--- src/rtl/quiz_game_pkg.sv ---
// rtl/quiz_game_pkg.sv - state encoding and display codes shared by quiz game blocks
package quiz_game_pkg;

  localparam logic [1:0] ST_IDLE   = 2'd0;
  localparam logic [1:0] ST_PLAY   = 2'd1;
  localparam logic [1:0] ST_SHOW   = 2'd2;
  localparam logic [1:0] ST_RESULT = 2'd3;

  // Digit codes above 9 select glyphs in the segment formatter
  localparam logic [3:0] VAL_DASH  = 4'd10;
  localparam logic [3:0] VAL_P     = 4'd11;
  localparam logic [3:0] VAL_T     = 4'd12;
  localparam logic [3:0] VAL_I     = 4'd13;
  localparam logic [3:0] VAL_E     = 4'd14;
  localparam logic [3:0] VAL_BLANK = 4'd15;

endpackage

--- src/rtl/round_timer.sv ---
// rtl/round_timer.sv - loadable seconds down-counter for one player's round
module round_timer #(
  parameter int TW = 5
) (
  input  logic          clk,
  input  logic          rst,
  input  logic          i_clr,
  input  logic          i_load,
  input  logic [TW-1:0] i_load_val,
  input  logic          i_en,
  output logic [TW-1:0] o_count,
  output logic          o_expire
);

  logic [TW-1:0] r_count;

  always_ff @(posedge clk or posedge rst) begin
    if (rst) begin
      r_count <= '0;
    end else if (i_clr) begin
      r_count <= '0;
    end else if (i_load) begin
      r_count <= i_load_val;
    end else if (i_en && (r_count != '0)) begin
      r_count <= r_count - TW'(1);
    end
  end

  assign o_count  = r_count;
  assign o_expire = i_en && (r_count == TW'(1));

endmodule

--- src/rtl/quiz_game_ctrl.sv ---
// rtl/quiz_game_ctrl.sv - quiz game sequencer: rounds, targets, scores, winner/tie
module quiz_game_ctrl
  import quiz_game_pkg::*;
#(
  parameter int NUM_PLAYERS = 2,
  parameter int DATA_W      = 8,
  parameter int SCORE_W     = 8,
  parameter int ROUND_SECS  = 30,
  localparam int PW = (NUM_PLAYERS > 2) ? $clog2(NUM_PLAYERS) : 1,
  localparam int TW = $clog2(ROUND_SECS + 1)
) (
  input  logic                         clk,
  input  logic                         rst,
  input  logic                         tick_1hz,
  input  logic                         start_p,
  input  logic                         submit_p,
  input  logic                         next_p,
  input  logic                         mode_p,
  input  logic                         restart_p,
  input  logic [DATA_W-1:0]            sw,
  input  logic [DATA_W-1:0]            rand_in,
  output logic [1:0]                   state,
  output logic                         two_comp,
  output logic [PW-1:0]                player,
  output logic [DATA_W-1:0]            target,
  output logic [TW-1:0]                time_left,
  output logic [NUM_PLAYERS*SCORE_W-1:0] scores,
  output logic                         hit_p,
  output logic [PW-1:0]                winner,
  output logic                         tie
);

  localparam logic [PW-1:0] LAST_PLAYER = PW'(NUM_PLAYERS - 1);

  logic [1:0]         r_state;
  logic               r_two_comp;
  logic [PW-1:0]      r_player;
  logic [DATA_W-1:0]  r_target;
  logic [SCORE_W-1:0] r_scores [NUM_PLAYERS];
  logic               r_hit;
  logic [PW-1:0]      r_winner;
  logic               r_tie;

  logic               w_abort;
  logic               w_hit;
  logic               w_expire;
  logic               w_tmr_en;
  logic               w_tmr_load;
  logic               w_advance;
  logic [DATA_W-1:0]  w_new_target;
  logic [SCORE_W-1:0] w_best;
  logic [PW-1:0]      w_win;
  logic               w_tie;

  assign w_abort      = restart_p && (r_state != ST_IDLE);
  assign w_hit        = (r_state == ST_PLAY) && !restart_p && submit_p && (sw == r_target);
  assign w_tmr_en     = (r_state == ST_PLAY) && !restart_p && tick_1hz;
  assign w_advance    = (r_state == ST_SHOW) && !restart_p && next_p && (r_player < LAST_PLAYER);
  assign w_tmr_load   = ((r_state == ST_IDLE) && start_p) || w_advance;
  // Never reload the value just matched, so a lucky repeat can't score twice
  assign w_new_target = (rand_in == r_target) ? (rand_in ^ DATA_W'(1)) : rand_in;

  round_timer #(.TW(TW)) u_round_timer (
    .clk        (clk),
    .rst        (rst),
    .i_clr      (w_abort),
    .i_load     (w_tmr_load),
    .i_load_val (TW'(ROUND_SECS)),
    .i_en       (w_tmr_en),
    .o_count    (time_left),
    .o_expire   (w_expire)
  );

  always_comb begin
    int n_max;
    w_best = r_scores[0];
    w_win  = '0;
    for (int i = 1; i < NUM_PLAYERS; i++) begin
      if (r_scores[i] > w_best) begin
        w_best = r_scores[i];
        w_win  = PW'(i);
      end
    end
    n_max = 0;
    for (int i = 0; i < NUM_PLAYERS; i++) begin
      if (r_scores[i] == w_best) n_max = n_max + 1;
    end
    w_tie = (n_max >= 2);
  end

  always_ff @(posedge clk or posedge rst) begin
    if (rst) begin
      r_state    <= ST_IDLE;
      r_two_comp <= 1'b0;
      r_player   <= '0;
      r_target   <= '0;
      r_hit      <= 1'b0;
      r_winner   <= '0;
      r_tie      <= 1'b0;
      for (int i = 0; i < NUM_PLAYERS; i++) r_scores[i] <= '0;
    end else begin
      r_hit <= 1'b0;
      if (w_abort) begin
        r_state  <= ST_IDLE;
        r_player <= '0;
        r_target <= '0;
        r_winner <= '0;
        r_tie    <= 1'b0;
        for (int i = 0; i < NUM_PLAYERS; i++) r_scores[i] <= '0;
      end else begin
        case (r_state)
          ST_IDLE: begin
            if (mode_p) r_two_comp <= ~r_two_comp;
            if (start_p) begin
              r_state  <= ST_PLAY;
              r_player <= '0;
              r_target <= rand_in;
              for (int i = 0; i < NUM_PLAYERS; i++) r_scores[i] <= '0;
            end
          end
          ST_PLAY: begin
            if (w_hit) begin
              r_hit    <= 1'b1;
              r_target <= w_new_target;
              if (r_scores[r_player] != '1)
                r_scores[r_player] <= r_scores[r_player] + SCORE_W'(1);
            end
            if (w_expire) r_state <= ST_SHOW;
          end
          ST_SHOW: begin
            if (next_p) begin
              if (r_player < LAST_PLAYER) begin
                r_state  <= ST_PLAY;
                r_player <= r_player + PW'(1);
                r_target <= rand_in;
              end else begin
                r_state  <= ST_RESULT;
                r_winner <= w_win;
                r_tie    <= w_tie;
              end
            end
          end
          default: ;
        endcase
      end
    end
  end

  always_comb begin
    scores = '0;
    for (int i = 0; i < NUM_PLAYERS; i++) scores[i*SCORE_W +: SCORE_W] = r_scores[i];
  end

  assign state    = r_state;
  assign two_comp = r_two_comp;
  assign player   = r_player;
  assign target   = r_target;
  assign hit_p    = r_hit;
  assign winner   = r_winner;
  assign tie      = r_tie;

endmodule
--- config.mk ---
export PLATFORM = sky130hd
export DESIGN_NAME = quiz_game_ctrl
export DESIGN_NICKNAME = d
export VERILOG_FILES = /design/src/rtl/quiz_game_pkg.sv /design/src/rtl/round_timer.sv /design/src/rtl/quiz_game_ctrl.sv
export SDC_FILE = /design/constraint.sdc
export NUM_CORES = 1
export LEC_CHECK = 0
export ABC_AREA = 1
export BUFFER_PORTS_ARGS = -buffer_cell sky130_fd_sc_hd__buf_2
export CAP_MARGIN = 10
export CORE_MARGIN = 1
export CORE_UTILIZATION = 55
export DETAILED_ROUTE_END_ITERATION = 12
export HOLD_SLACK_MARGIN = 0.03
export PLACE_DENSITY = 0.8
export SLEW_MARGIN = 30
export SYNTH_ARGS = -nofsm -noshare
export SYNTH_HDL_FRONTEND = slang
export SYNTH_SLANG_ARGS = --single-unit
export TNS_END_PERCENT = 20
--- constraint.sdc ---
create_clock -name clk -period 2.5 [get_ports clk]
set_clock_uncertainty 0.2 [all_clocks]
set_input_delay 0.25 -clock clk [delete_from_list [all_inputs] [get_ports clk]]
set_output_delay 0.25 -clock clk [all_outputs]
set_load 0.005 [all_outputs]
==> flow_metrics.tcl <==
set metrics [dict create \
    cts_tree "built" \
    die_h_um 73.3 \
    regToRegSetupSlack_ps 170 \
    reg2reg_to "tie$_DFFE_PP0P_" \
    wirelength_mm 7.18 \
    status "finished clean" \
    cpMaxStageDelayCell "dfrtp_1" \
    path_clk_slew_ps 70 \
    end_kind "flop" \
    ant_nets 0 \
    cp.required_ps 2520 \
    finalSetupTns_ps 0 \
    clock_latency_ps 280 \
    grt_pass1_vias 2664 \
    synthMuxAreaShare_pct 0 \
    core_area_mm2 0.00482 \
    synthSimpleGateAreaFrac_pct 32.2 \
    max_stage_delay_ps 340 \
    p_int_w 0.00175 \
    worstPathCellList "inv_1 -> ha_1 -> nand2_1 -> nor2_1 -> nand4_2 -> buf_4 -> nand4_1 -> nand2_1 -> nor2_1 -> nand2_1 -> nor2_1 -> nand3_1 -> nand2_1" \
    synth_area_leaders "dfrtp_1 (32%), nand2_1 (12%), inv_1 (7.8%)" \
    critPathLaunchType "flop" \
    async_reset_ff_share_pct 100 \
    worstSetupEndpoint "tie$_DFFE_PP0P_" \
    start_util_pct 58.0 \
    setup_viol 0 \
    cts_max_path_buffers 2 \
    dieArea_mm2 0.00537 \
    ys_seq_elements 36 \
    synthesis.yosys.warnings 0 \
    detail_route.iter0.violations 164 \
    syn-cell-area_mm2 0.00279 \
    fillCellCount 427 \
    worstHoldPathType "in2reg" \
    drc 0 \
    switchingPower_w 0.00179 \
    grt_max_degree 37 \
    crit_start "scores[7]$_DFFE_PP0P_" \
    synth_nets 422 \
    grtUsageTotal_pct 29.1 \
    antenna_found_initial 0 \
    yosys_most_used_dff "dfrtp_1" \
    wire_per_inst_um 13.5 \
    utilization_pct 70.2 \
    postCtsSetupBuffers 0 \
    arrival_ps 2360 \
    areaGrowthSynthToFinish_pct 21.0 \
    detail_route.first_pass.iterations 4 \
    pwr_density_cell_mw_per_mm2 1050 \
    hpwl_mm 5.75 \
    drive_gt1_share_pct 23.8 \
    final_hold_viol_count 0 \
    r2r-start "scores[7]$_DFFE_PP0P_" \
    swShare_pct 50.6 \
    fin_nets 502 \
    globalplace.congestion 0.940 \
    syn_inst 383 \
    numPortBuffers 59 \
    die_x_um 73.3 \
    rsz0062_at_grt "false" \
    power_frac_clock_pct 10.7 \
    synth_edf_count 0 \
    ir_drop_mv 0.960 \
    htreeDepth 2 \
    power_frac_seq_pct 26.7 \
    yosysSeqAreaShare_pct 32.2 \
    cellLeakagePower_nw 1.77 \
    r2r_cells 13 \
    finalCritPeriodShare_pct 93.4 \
    fmax_ghz 0.428 \
    yosysTopAreaCell "dfrtp_1" \
    crit_path_frequent_cell "nand2_1" \
    slew_violations 0 \
    numClockSinks 36 \
    finalCriticalPeriod_ps 2330 \
    synth_compound_area_share_pct 12.9 \
    synth_xor_xnor_area_share_pct 5.02 \
    synth_fa_ha_area_share_pct 6.72 \
    numCtsBuffers 5 \
    critPathKind "reg2reg" \
    max_cap_viol_count 0 \
    cts_root_buf "clkbuf_8" \
    rows 25 \
    cp_max_fo 16 \
    worst_pin_slew_ps 659 \
    vias 2894 \
    diodes 0 \
    yosysTopAreaCellShare_pct 32.2 \
    io_pins 60 \
    synth_top_family_by_area "simple AND/OR/NAND/NOR gates" \
    netlist-cell-type-count 41 \
    comb_power_share_pct 62.6 \
    syn_area_per_cell_um2 7.29 \
    total_power_w 0.00354 \
    overflow 0 \
    grt_pass1_wl_mm 11.9 \
    slew_headroom_pct 55.6 \
    via_per_inst 5.46 \
]
-- worst min path at each step --
stage          startpoint  depth (start not counted)               endpoint  slack [ps]
2_1_floorplan  rand_in[2]                          2  target[2]$_DFFE_PP0P_         190
3_3_place_gp          rst                          3  target[6]$_DFFE_PP0P_         170
3_5_place_dp          rst                          3  target[6]$_DFFE_PP0P_         180
4_1_cts        rand_in[7]                          3  target[7]$_DFFE_PP0P_          30
5_1_grt        rand_in[7]                          3  target[7]$_DFFE_PP0P_          60
6_report       rand_in[6]                          3  target[6]$_DFFE_PP0P_          40
-- area by class of cell --
| type | count | area, um^2 | area share [%] |
|---|---|---|---|
| tap | 67 | 83.8 | 2.48 |
| clock buffer | 6 | 72.6 | 2.15 |
| clock inverter | 1 | 5.00 | 0.148 |
| inverter | 60 | 225 | 6.66 |
| timing repair buffer | 82 | 475 | 14.1 |
| sequential | 36 | 903 | 26.7 |
| multi-input combinational | 278 | 1610 | 47.8 |
-- worst max-delay path, delay by kind of cell (launching register included) --
family                     cells  cell delay [ps]
buffers and inverters          2              340
and+or+nand+nor               10             1070
DFF                            1              340
adders and majority gates      1              330
-- cells in the mapped netlist (2+ instances only) --
cell type / number
nand3_2: 4
xnor2_1: 10
o22ai_1: 5
nand2_1: 86
buf_6: 3
dfrtp_1: 36
o21a_1: 2
nor2_1: 26
o21ai_0: 25
o21ai_2: 4
ha_1: 15
inv_1: 58
a21oi_1: 7
nor3_1: 5
o21ai_1: 8
xor2_1: 6
inv_2: 2
nand3_1: 29
nand4_2: 2
nand2_2: 3
nand4_1: 25
buf_4: 3
-- stage by stage --
stage	hold WS, ps	instances	cell area (um^2)	setup slack (ps)
detailed placement	176	520	3240	75.3
global route	58.1	530	3380	3.43
CTS	33.0	530	3350	48.4
finish	35.7	530	3380	165
global placement	171	520	3240	187
floorplan	188	383	2790	297
-- kinds of logic after synthesis --
family / after synthesis
flops: 36
simple gates: 187
fa+ha+maj: 15
xor+xnor: 16
compound gates: 60
buf+inv: 69
-- power by group through the flow --
| stage | combinational [W] | clock [W] | sequential [W] |
|---|---|---|---|
| after floorplan | 0.00154 | 0 | 0.000940 |
| after global placement | 0.00209 | 0 | 0.000947 |
| after detailed placement | 0.00214 | 0 | 0.000951 |
| after CTS | 0.00214 | 0.000387 | 0.000943 |
| after global routing | 0.00248 | 0.000402 | 0.000978 |
| final | 0.00221 | 0.000378 | 0.000945 |
-- layer usage --
metal | track usage [%] | part of all wire, % | vias to the layer above
met4 | 12.9 | 2.2 | 0
met2 | 50.5 | 50 | 108
met5 | 0 | 0 | -
met1 | 35.5 | 42 | 1335
met3 | 4.53 | 5.4 | 14
li1 | - | - | 1437
-- sequential cells by signal (all words and copies together) (netlist names) --
| register | cells |
|---|---|
| target | 8 |
| u_round_timer.o_count | 5 |
| tie | 1 |
| hit_p | 1 |
| winner | 1 |
| scores | 16 |
| state | 2 |
| player | 1 |
| two_comp | 1 |
-- cells in the final DEF, fill, tap and decap left out, types with 2 or more instances in the layout --
cell / synthesis / routed
buf_4: 3 / 20
nor2_1: 26 / 26
xnor2_1: 10 / 10
o22ai_1: 5 / 5
nor3_1: 5 / 5
nand4_1: 25 / 25
a21oi_1: 7 / 7
nand2_1: 86 / 86
inv_2: 2 / 2
inv_1: 58 / 58
dfrtp_2: 0 / 2
buf_2: 1 / 59
o21ai_1: 8 / 9
nand3_1: 29 / 29
xor2_1: 6 / 6
dfrtp_1: 36 / 34
o21a_1: 2 / 2
o21ai_2: 4 / 4
nand2_2: 3 / 2
clkbuf_8: 1 / 5
o21ai_0: 25 / 24
dlygate4sd3_1: 0 / 3
ha_1: 15 / 14
nand3_2: 4 / 3
-- what timing repair did --
| item | 4_1_cts | 5_1_grt |
|---|---|---|
| endpoints found under the hold margin | 38 | 0 |
| setup endpoints to repair | 0 | 25 |
| gates resized for setup | 0 | 8 |
| hold buffers | 3 | 0 |
(Power assumes the default switching activity.)
